**src/rtl/accel_readback_pkg.sv**
```systemverilog
// Shared sizes, FSM encoding, output beat layout and the compact-to-full index map.
package accel_readback_pkg;

    localparam int unsigned ARRAY_SIZE = 50;
    localparam int unsigned WORD_WIDTH = 4;
    localparam int unsigned SHIL       = ARRAY_SIZE / 2;
    localparam int unsigned ACC_SIZE   = ARRAY_SIZE - 4;
    localparam int unsigned ADDR_W     = $clog2(ARRAY_SIZE);
    localparam int unsigned ROW_W      = ARRAY_SIZE * WORD_WIDTH;
    localparam int unsigned ACC_ROW_W  = ACC_SIZE * WORD_WIDTH;

    typedef enum logic [2:0] {
        ST_IDLE,
        ST_ISSUE,
        ST_WAIT,
        ST_HOLD,
        ST_FIN
    } state_t;

    typedef struct packed {
        logic [ADDR_W-1:0] row_address;
        logic [ROW_W-1:0]  row_weights;
    } out_beat_t;

    // Compact index to full index: skip full position 0 and the two middle positions.
    function automatic int unsigned full_index(input int unsigned i);
        return (i < SHIL - 1) ? i + 1 : i + 3;
    endfunction

endpackage

```
**src/rtl/accel_readback_if.sv**
```systemverilog
// Compact-memory read port plus the expanded-row valid/ready stream.
interface accel_readback_if;
    import accel_readback_pkg::*;

    logic                 acc_rd_en;
    logic [ADDR_W-1:0]    acc_rd_addr;
    logic [ACC_ROW_W-1:0] acc_rd_data;
    logic                 out_valid;
    logic                 out_ready;
    logic [ADDR_W-1:0]    out_row_address;
    logic [ROW_W-1:0]     out_row_weights;

    modport master (
        output acc_rd_en, acc_rd_addr, out_valid, out_row_address, out_row_weights,
        input  acc_rd_data, out_ready
    );

    modport slave (
        input  acc_rd_en, acc_rd_addr, out_valid, out_row_address, out_row_weights,
        output acc_rd_data, out_ready
    );

endinterface

```
**src/rtl/accel_row_expand.sv**
```systemverilog
// Expands a compact vector of W-bit elements to full width and maps a compact row index.
module accel_row_expand
    import accel_readback_pkg::*;
#(
    parameter int unsigned     W   = WORD_WIDTH,
    // Fill elements for full positions {ARRAY_SIZE-1, SHIL+1, SHIL, 0}
    parameter logic [4*W-1:0]  PAD = '0
) (
    input  logic [ACC_SIZE*W-1:0]   compact,
    input  logic [ADDR_W-1:0]       acc_row,
    output logic [ARRAY_SIZE*W-1:0] full_c,
    output logic [ADDR_W-1:0]       full_row_c
);

    // Route each compact element to its full position
    for (genvar j = 0; j < int'(ACC_SIZE); j++) begin : g_map
        localparam int unsigned F = full_index(j);
        assign full_c[F*W +: W] = compact[j*W +: W];
    end

    // Positions with no compact counterpart take the pad elements
    assign full_c[0 +: W]                  = PAD[0 +: W];
    assign full_c[SHIL*W +: W]             = PAD[W +: W];
    assign full_c[(SHIL+1)*W +: W]         = PAD[2*W +: W];
    assign full_c[(ARRAY_SIZE-1)*W +: W]   = PAD[3*W +: W];

    assign full_row_c = ADDR_W'(full_index(32'(acc_row)));

endmodule

```
**src/rtl/accel_readback.sv**
```systemverilog
// Reads every compact accelerator row and streams it out expanded to full-array width.
module accel_readback
    import accel_readback_pkg::*;
#(
    parameter logic [3:0] SPIN_PAD = 4'b0000
) (
    input  logic                  clk,
    input  logic                  rst_n,
    input  logic                  start,
    input  logic [ACC_SIZE-1:0]   acc_spins,
    accel_readback_if.master      bus,
    output logic [ARRAY_SIZE-1:0] spins_full,
    output logic                  busy,
    output logic                  done
);

    state_t              state;
    state_t              state_next;
    logic [ADDR_W-1:0]   cnt;
    logic                rd_en;
    logic                valid;
    out_beat_t           beat;

    logic                rd_en_next;
    logic                valid_next;
    logic                busy_next;
    logic                done_next;
    logic                last_row_c;

    logic [ROW_W-1:0]      weights_full_c;
    logic [ADDR_W-1:0]     row_full_c;
    logic [ARRAY_SIZE-1:0] spins_full_c;
    logic [ADDR_W-1:0]     spin_row_unused;

    assign last_row_c = (cnt == ADDR_W'(ACC_SIZE - 1));

    accel_row_expand #(
        .W   (WORD_WIDTH),
        .PAD ('0)
    ) u_weight_expand (
        .compact    (bus.acc_rd_data),
        .acc_row    (cnt),
        .full_c     (weights_full_c),
        .full_row_c (row_full_c)
    );

    accel_row_expand #(
        .W   (1),
        .PAD (SPIN_PAD)
    ) u_spin_expand (
        .compact    (acc_spins),
        .acc_row    (cnt),
        .full_c     (spins_full_c),
        .full_row_c (spin_row_unused)
    );

    // State register and registered control outputs
    always_ff @(posedge clk or negedge rst_n) begin
        if (!rst_n) begin
            state <= ST_IDLE;
            rd_en <= 1'b0;
            valid <= 1'b0;
            busy  <= 1'b0;
            done  <= 1'b0;
        end else begin
            state <= state_next;
            rd_en <= rd_en_next;
            valid <= valid_next;
            busy  <= busy_next;
            done  <= done_next;
        end
    end

    // Next-state: one read per row, hold each row until the consumer takes it
    always_comb begin
        state_next = state;
        case (state)
            ST_IDLE:  if (start) state_next = ST_ISSUE;
            ST_ISSUE: state_next = ST_WAIT;
            ST_WAIT:  state_next = ST_HOLD;
            ST_HOLD:  if (bus.out_ready) state_next = last_row_c ? ST_FIN : ST_ISSUE;
            ST_FIN:   state_next = ST_IDLE;
            default:  state_next = ST_IDLE;
        endcase
    end

    // Control outputs decoded from the upcoming state so they align with it once registered
    always_comb begin
        rd_en_next = 1'b0;
        valid_next = 1'b0;
        busy_next  = 1'b0;
        done_next  = 1'b0;
        case (state_next)
            ST_ISSUE: begin rd_en_next = 1'b1; busy_next = 1'b1; end
            ST_WAIT:  busy_next = 1'b1;
            ST_HOLD:  begin valid_next = 1'b1; busy_next = 1'b1; end
            ST_FIN:   begin done_next = 1'b1; busy_next = 1'b1; end
            default:  ;
        endcase
    end

    // Row counter, spin snapshot and output beat
    always_ff @(posedge clk or negedge rst_n) begin
        if (!rst_n) begin
            cnt        <= '0;
            spins_full <= '0;
            beat       <= '0;
        end else begin
            if (state == ST_IDLE && start) begin
                spins_full <= spins_full_c;
                cnt        <= '0;
            end
            if (state == ST_WAIT) begin
                beat.row_address <= row_full_c;
                beat.row_weights <= weights_full_c;
            end
            if (state == ST_HOLD && bus.out_ready && !last_row_c) begin
                cnt <= cnt + ADDR_W'(1);
            end
        end
    end

    assign bus.acc_rd_en       = rd_en;
    assign bus.acc_rd_addr     = cnt;
    assign bus.out_valid       = valid;
    assign bus.out_row_address = beat.row_address;
    assign bus.out_row_weights = beat.row_weights;

endmodule

```
**src/flat_wrapper.sv**
```systemverilog
// flat-port wrapper written by rule: the top's interface ports become plain ports
module accel_readback_flat import accel_readback_pkg::*;
#(
    parameter logic [3:0] SPIN_PAD = 4'b0000
)
  (clk, rst_n, start, acc_spins, spins_full, busy, done, bus_acc_rd_en, bus_acc_rd_addr, bus_out_valid, bus_out_row_address, bus_out_row_weights, bus_acc_rd_data, bus_out_ready);
  accel_readback_if bus_i ();
  input  logic clk;
  input  logic rst_n;
  input  logic start;
  input  logic [ACC_SIZE-1:0] acc_spins;
  output logic [ARRAY_SIZE-1:0] spins_full;
  output logic busy;
  output logic done;
  output wire logic [$bits(bus_i.acc_rd_en)-1:0] bus_acc_rd_en;
  output wire logic [$bits(bus_i.acc_rd_addr)-1:0] bus_acc_rd_addr;
  output wire logic [$bits(bus_i.out_valid)-1:0] bus_out_valid;
  output wire logic [$bits(bus_i.out_row_address)-1:0] bus_out_row_address;
  output wire logic [$bits(bus_i.out_row_weights)-1:0] bus_out_row_weights;
  input wire logic [$bits(bus_i.acc_rd_data)-1:0] bus_acc_rd_data;
  input wire logic [$bits(bus_i.out_ready)-1:0] bus_out_ready;
  assign bus_acc_rd_en = bus_i.acc_rd_en;
  assign bus_acc_rd_addr = bus_i.acc_rd_addr;
  assign bus_out_valid = bus_i.out_valid;
  assign bus_out_row_address = bus_i.out_row_address;
  assign bus_out_row_weights = bus_i.out_row_weights;
  assign bus_i.acc_rd_data = bus_acc_rd_data;
  assign bus_i.out_ready = bus_out_ready;
  accel_readback #(.SPIN_PAD(SPIN_PAD)) u_core (.clk(clk), .rst_n(rst_n), .start(start), .acc_spins(acc_spins), .bus(bus_i), .spins_full(spins_full), .busy(busy), .done(done));
endmodule
```
**config.mk**
```make
export PLATFORM = sky130hd
export DESIGN_NAME = accel_readback_flat
export DESIGN_NICKNAME = d
export VERILOG_FILES = /design/src/rtl/accel_readback_pkg.sv /design/src/rtl/accel_readback_if.sv /design/src/rtl/accel_row_expand.sv /design/src/rtl/accel_readback.sv /design/src/flat_wrapper.sv
export SDC_FILE = /design/constraint.sdc
export NUM_CORES = 1
export LEC_CHECK = 0
export CAP_MARGIN = 0
export CORE_AREA = 2 2 196 198
export CTS_CLUSTER_DIAMETER = 120
export DETAILED_ROUTE_END_ITERATION = 10
export DIE_AREA = 0 0 198 200
export PLACE_DENSITY = 0.62
export SETUP_SLACK_MARGIN = 0.05
export SLEW_MARGIN = 25
export SYNTH_ARGS = -nofsm -noshare
export SYNTH_HDL_FRONTEND = slang
export SYNTH_HIERARCHICAL = 1
export SYNTH_SLANG_ARGS = --single-unit
```
**constraint.sdc**
```tcl
create_clock -name clk -period 2.6 [get_ports clk]
set_clock_uncertainty 0.15 [all_clocks]
set_input_delay 0.39 -clock clk [delete_from_list [all_inputs] [get_ports clk]]
set_output_delay 0.39 -clock clk [all_outputs]
set_load 0.01 [all_outputs]
```
==> results.py <==
metrics = {
    "detailed_routing": {
        "drcViolationCount": 0,
        "drtIter0Drc": 237,
        "routed-via-count": 7451,
        "avgViaCountPerCell": 4.18,
        "drt_pass1_iterations": 4,
        "wl_um": 30000,
        "detail-route-antenna-nets": 0,
        "post_drt_wl_per_cell_um": 16.8,
    },
    "floorplan": {
        "die_w_um": 198,
        "dieArea_um2": 39600,
        "core_area_um2": 37400,
        "pin_count": 500,
        "die_y_um": 200,
        "initial_utilization_pct": 32.4,
        "num_rows": 71,
    },
    "grt": {
        "grt_pass1_vias": 7686,
        "antenna_found_initial": 1,
        "grt_max_degree": 82,
        "grt_usage_pct": 14.7,
        "grt-ovfl-total": 0,
        "grt_pass1_wl_um": 45100,
    },
    "pwr": {
        "leakage_nw": 7.24,
        "ir_drop_mv": 0.551,
        "powerDensity_nw_per_um2": 1250,
    },
    "sta": {
        "setup_viol": 0,
        "tightest_slew_ns": 0.564,
        "layout_setup_ws_ns": 0.266,
        "relSlewSlack_pct": 62.4,
        "final.setup.tns_ns": 0,
        "grt_setup_unrepaired": "no",
        "hold_violations": 0,
        "min_period_ns": 2.33,
        "fmax_ghz": 0.428,
        "drv_slew": 0,
        "period_share_pct": 89.8,
    },
    "layout": {
        "fill_cells": 3512,
        "drive_above_1_share_pct": 13.3,
        "fin_nets": 1488,
        "area.growth.synth_to_final_pct": 40.2,
    },
    "setup_path": {
        "endpoint": "bus_acc_rd_addr[4]",
        "arrival_ns": 1.79,
        "crit_chain": "clkdlybuf4s50_1",
        "crit_family": "buffers and inverters",
        "cp.buffers_inverters": 1,
        "r2r_end": "u_core/bus.out_row_weights[7]$_DFFE_PN0N_",
        "cp.depth": 1,
        "required_ns": 2.06,
        "cpPeakStageDelay_ns": 0.64,
        "cp-end-kind": "primary output",
        "startpoint_type": "flip-flop",
        "crit_fanout": 11,
        "worst-r2r-setup-slack_ns": 0.54,
        "crit_slowest_cell": "clkdlybuf4s50_1",
        "cp-startpoint": "u_core/bus.acc_rd_addr[4]$_DFFE_PN0P_",
        "path_class": "reg -> out",
        "reg2reg_depth": 5,
        "timing.rr.start": "u_core/state[2]$_DFF_PN0_",
    },
    "clock_tree": {
        "clock_latency_ns": 0.57,
        "path_clk_slew_ns": 0.06,
        "cts_root_buf": "clkbuf_16",
        "cts_resized": 0,
        "cts_tree": "built",
        "cts_max_level": 1,
        "clock-sinks": 269,
        "clockBufferDepth": 3,
        "numCtsBuffers": 30,
    },
    "hold_path": {
        "hp-class": "in -> reg",
    },
    "yosys": {
        "synth_area_um2": 12100,
        "synthCells": 969,
        "syn_area_per_cell_um2": 12.5,
        "ys_warn_count": 6,
    },
    "placement": {
        "io_buffers": 499,
        "gp_congestion": 0.752,
        "dpl.hpwl_um": 22300,
        "dp_slack_ns": 0.495,
    },
    "status": {
        "status": "finished, final reports clean",
    },
    "run": {
        "drv_cap": 0,
    },
}
-- registers in the layout (all words and copies together) (netlist names) --
name	count
u_core/bus.acc_rd_en	1
u_core/busy	1
u_core/bus.out_row_address	6
u_core/done	1
u_core/bus.out_row_weights	200
u_core/state	3
u_core/spins_full	50
u_core/bus.acc_rd_addr	6
u_core/bus.out_valid	1
-- layout by cell type, fill, tap and decap left out, types with 8 or more instances in the layout --
cell             instances
clkdlybuf4s50_1        498
nand2_1                156
mux2_1                 100
conb_1                  20
clkbuf_8                 8
clkbuf_1                 9
buf_12                  10
clkbuf_16               30
mux2_2                 107
dfrtp_1                269
-- worst min path at each step --
| stage | startpoint | end | slack [ns] | depth (start not counted) |
|---|---|---|---|---|
| final | acc_spins[26] | u_core/spins_full[29]$_DFFE_PN0P_ | 0.20 | 3 |
| after global routing | acc_spins[26] | u_core/spins_full[29]$_DFFE_PN0P_ | 0.18 | 3 |
| after detailed placement | rst_n | u_core/bus.out_row_weights[36]$_DFFE_PN0N_ | 0.26 | 1 |
| after CTS | acc_spins[26] | u_core/spins_full[29]$_DFFE_PN0P_ | 0.16 | 3 |
| after floorplan | rst_n | u_core/bus.acc_rd_addr[0]$_DFFE_PN0P_ | -0.06 | 0 |
| after global placement | rst_n | u_core/bus.out_row_weights[34]$_DFFE_PN0N_ | 0.25 | 1 |
-- power by group --
group | internal [mW] | switching (mW) | leakage [nW]
clock network | 2.64 | 1.68 | 0.495
logic | 5.74 | 3.80 | 3.53
registers | 6.27 | 1.12 | 3.22
total | 14.6 | 6.59 | 7.24
-- routing by layer --
layer / vias to the layer above / global-route usage (%) / part of all wire [%]
li1: 3475 / - / -
met1: 3625 / 17.1 / 38
met2: 317 / 24.9 / 49
met3: 34 / 6.12 / 11
met4: 0 / 4.01 / 1.9
met5: - / 0 / 0
-- stage by stage --
stage               cells  utilization, %  hold WS (ns)  power [mW]  instance area, um^2
finish               1783            45.4         0.197        21.2                17000
global route         1782            45.4         0.178        22.5                17000
CTS                  1782            45.4         0.158        21.6                17000
detailed placement   1728            42.7         0.261        17.2                16000
global placement     1728            42.7         0.253        17.0                16000
floorplan             987               -       -0.0556        11.8                12200
-- area by class of cell --
cell class / count / area (um^2) / area share (%)
Clock inverter: 6 / 116 / 0.685
Clock buffer: 47 / 895 / 5.26
Sequential cell: 269 / 6730 / 39.6
Timing Repair Buffer: 514 / 5240 / 30.8
Multi-Input combinational cell: 432 / 3360 / 19.8
Antenna cell: 1 / 2.50 / 0.0147
Tap cell: 511 / 639 / 3.76
Inverter: 3 / 11.3 / 0.0662
-- repair_timing --
action	in CTS	in global routing
setup buffers	0	0
hold buffers	1	0
endpoints found under the setup margin	0	0
endpoints found under the hold margin	61	0
Power figures use the tool's default switching activity.
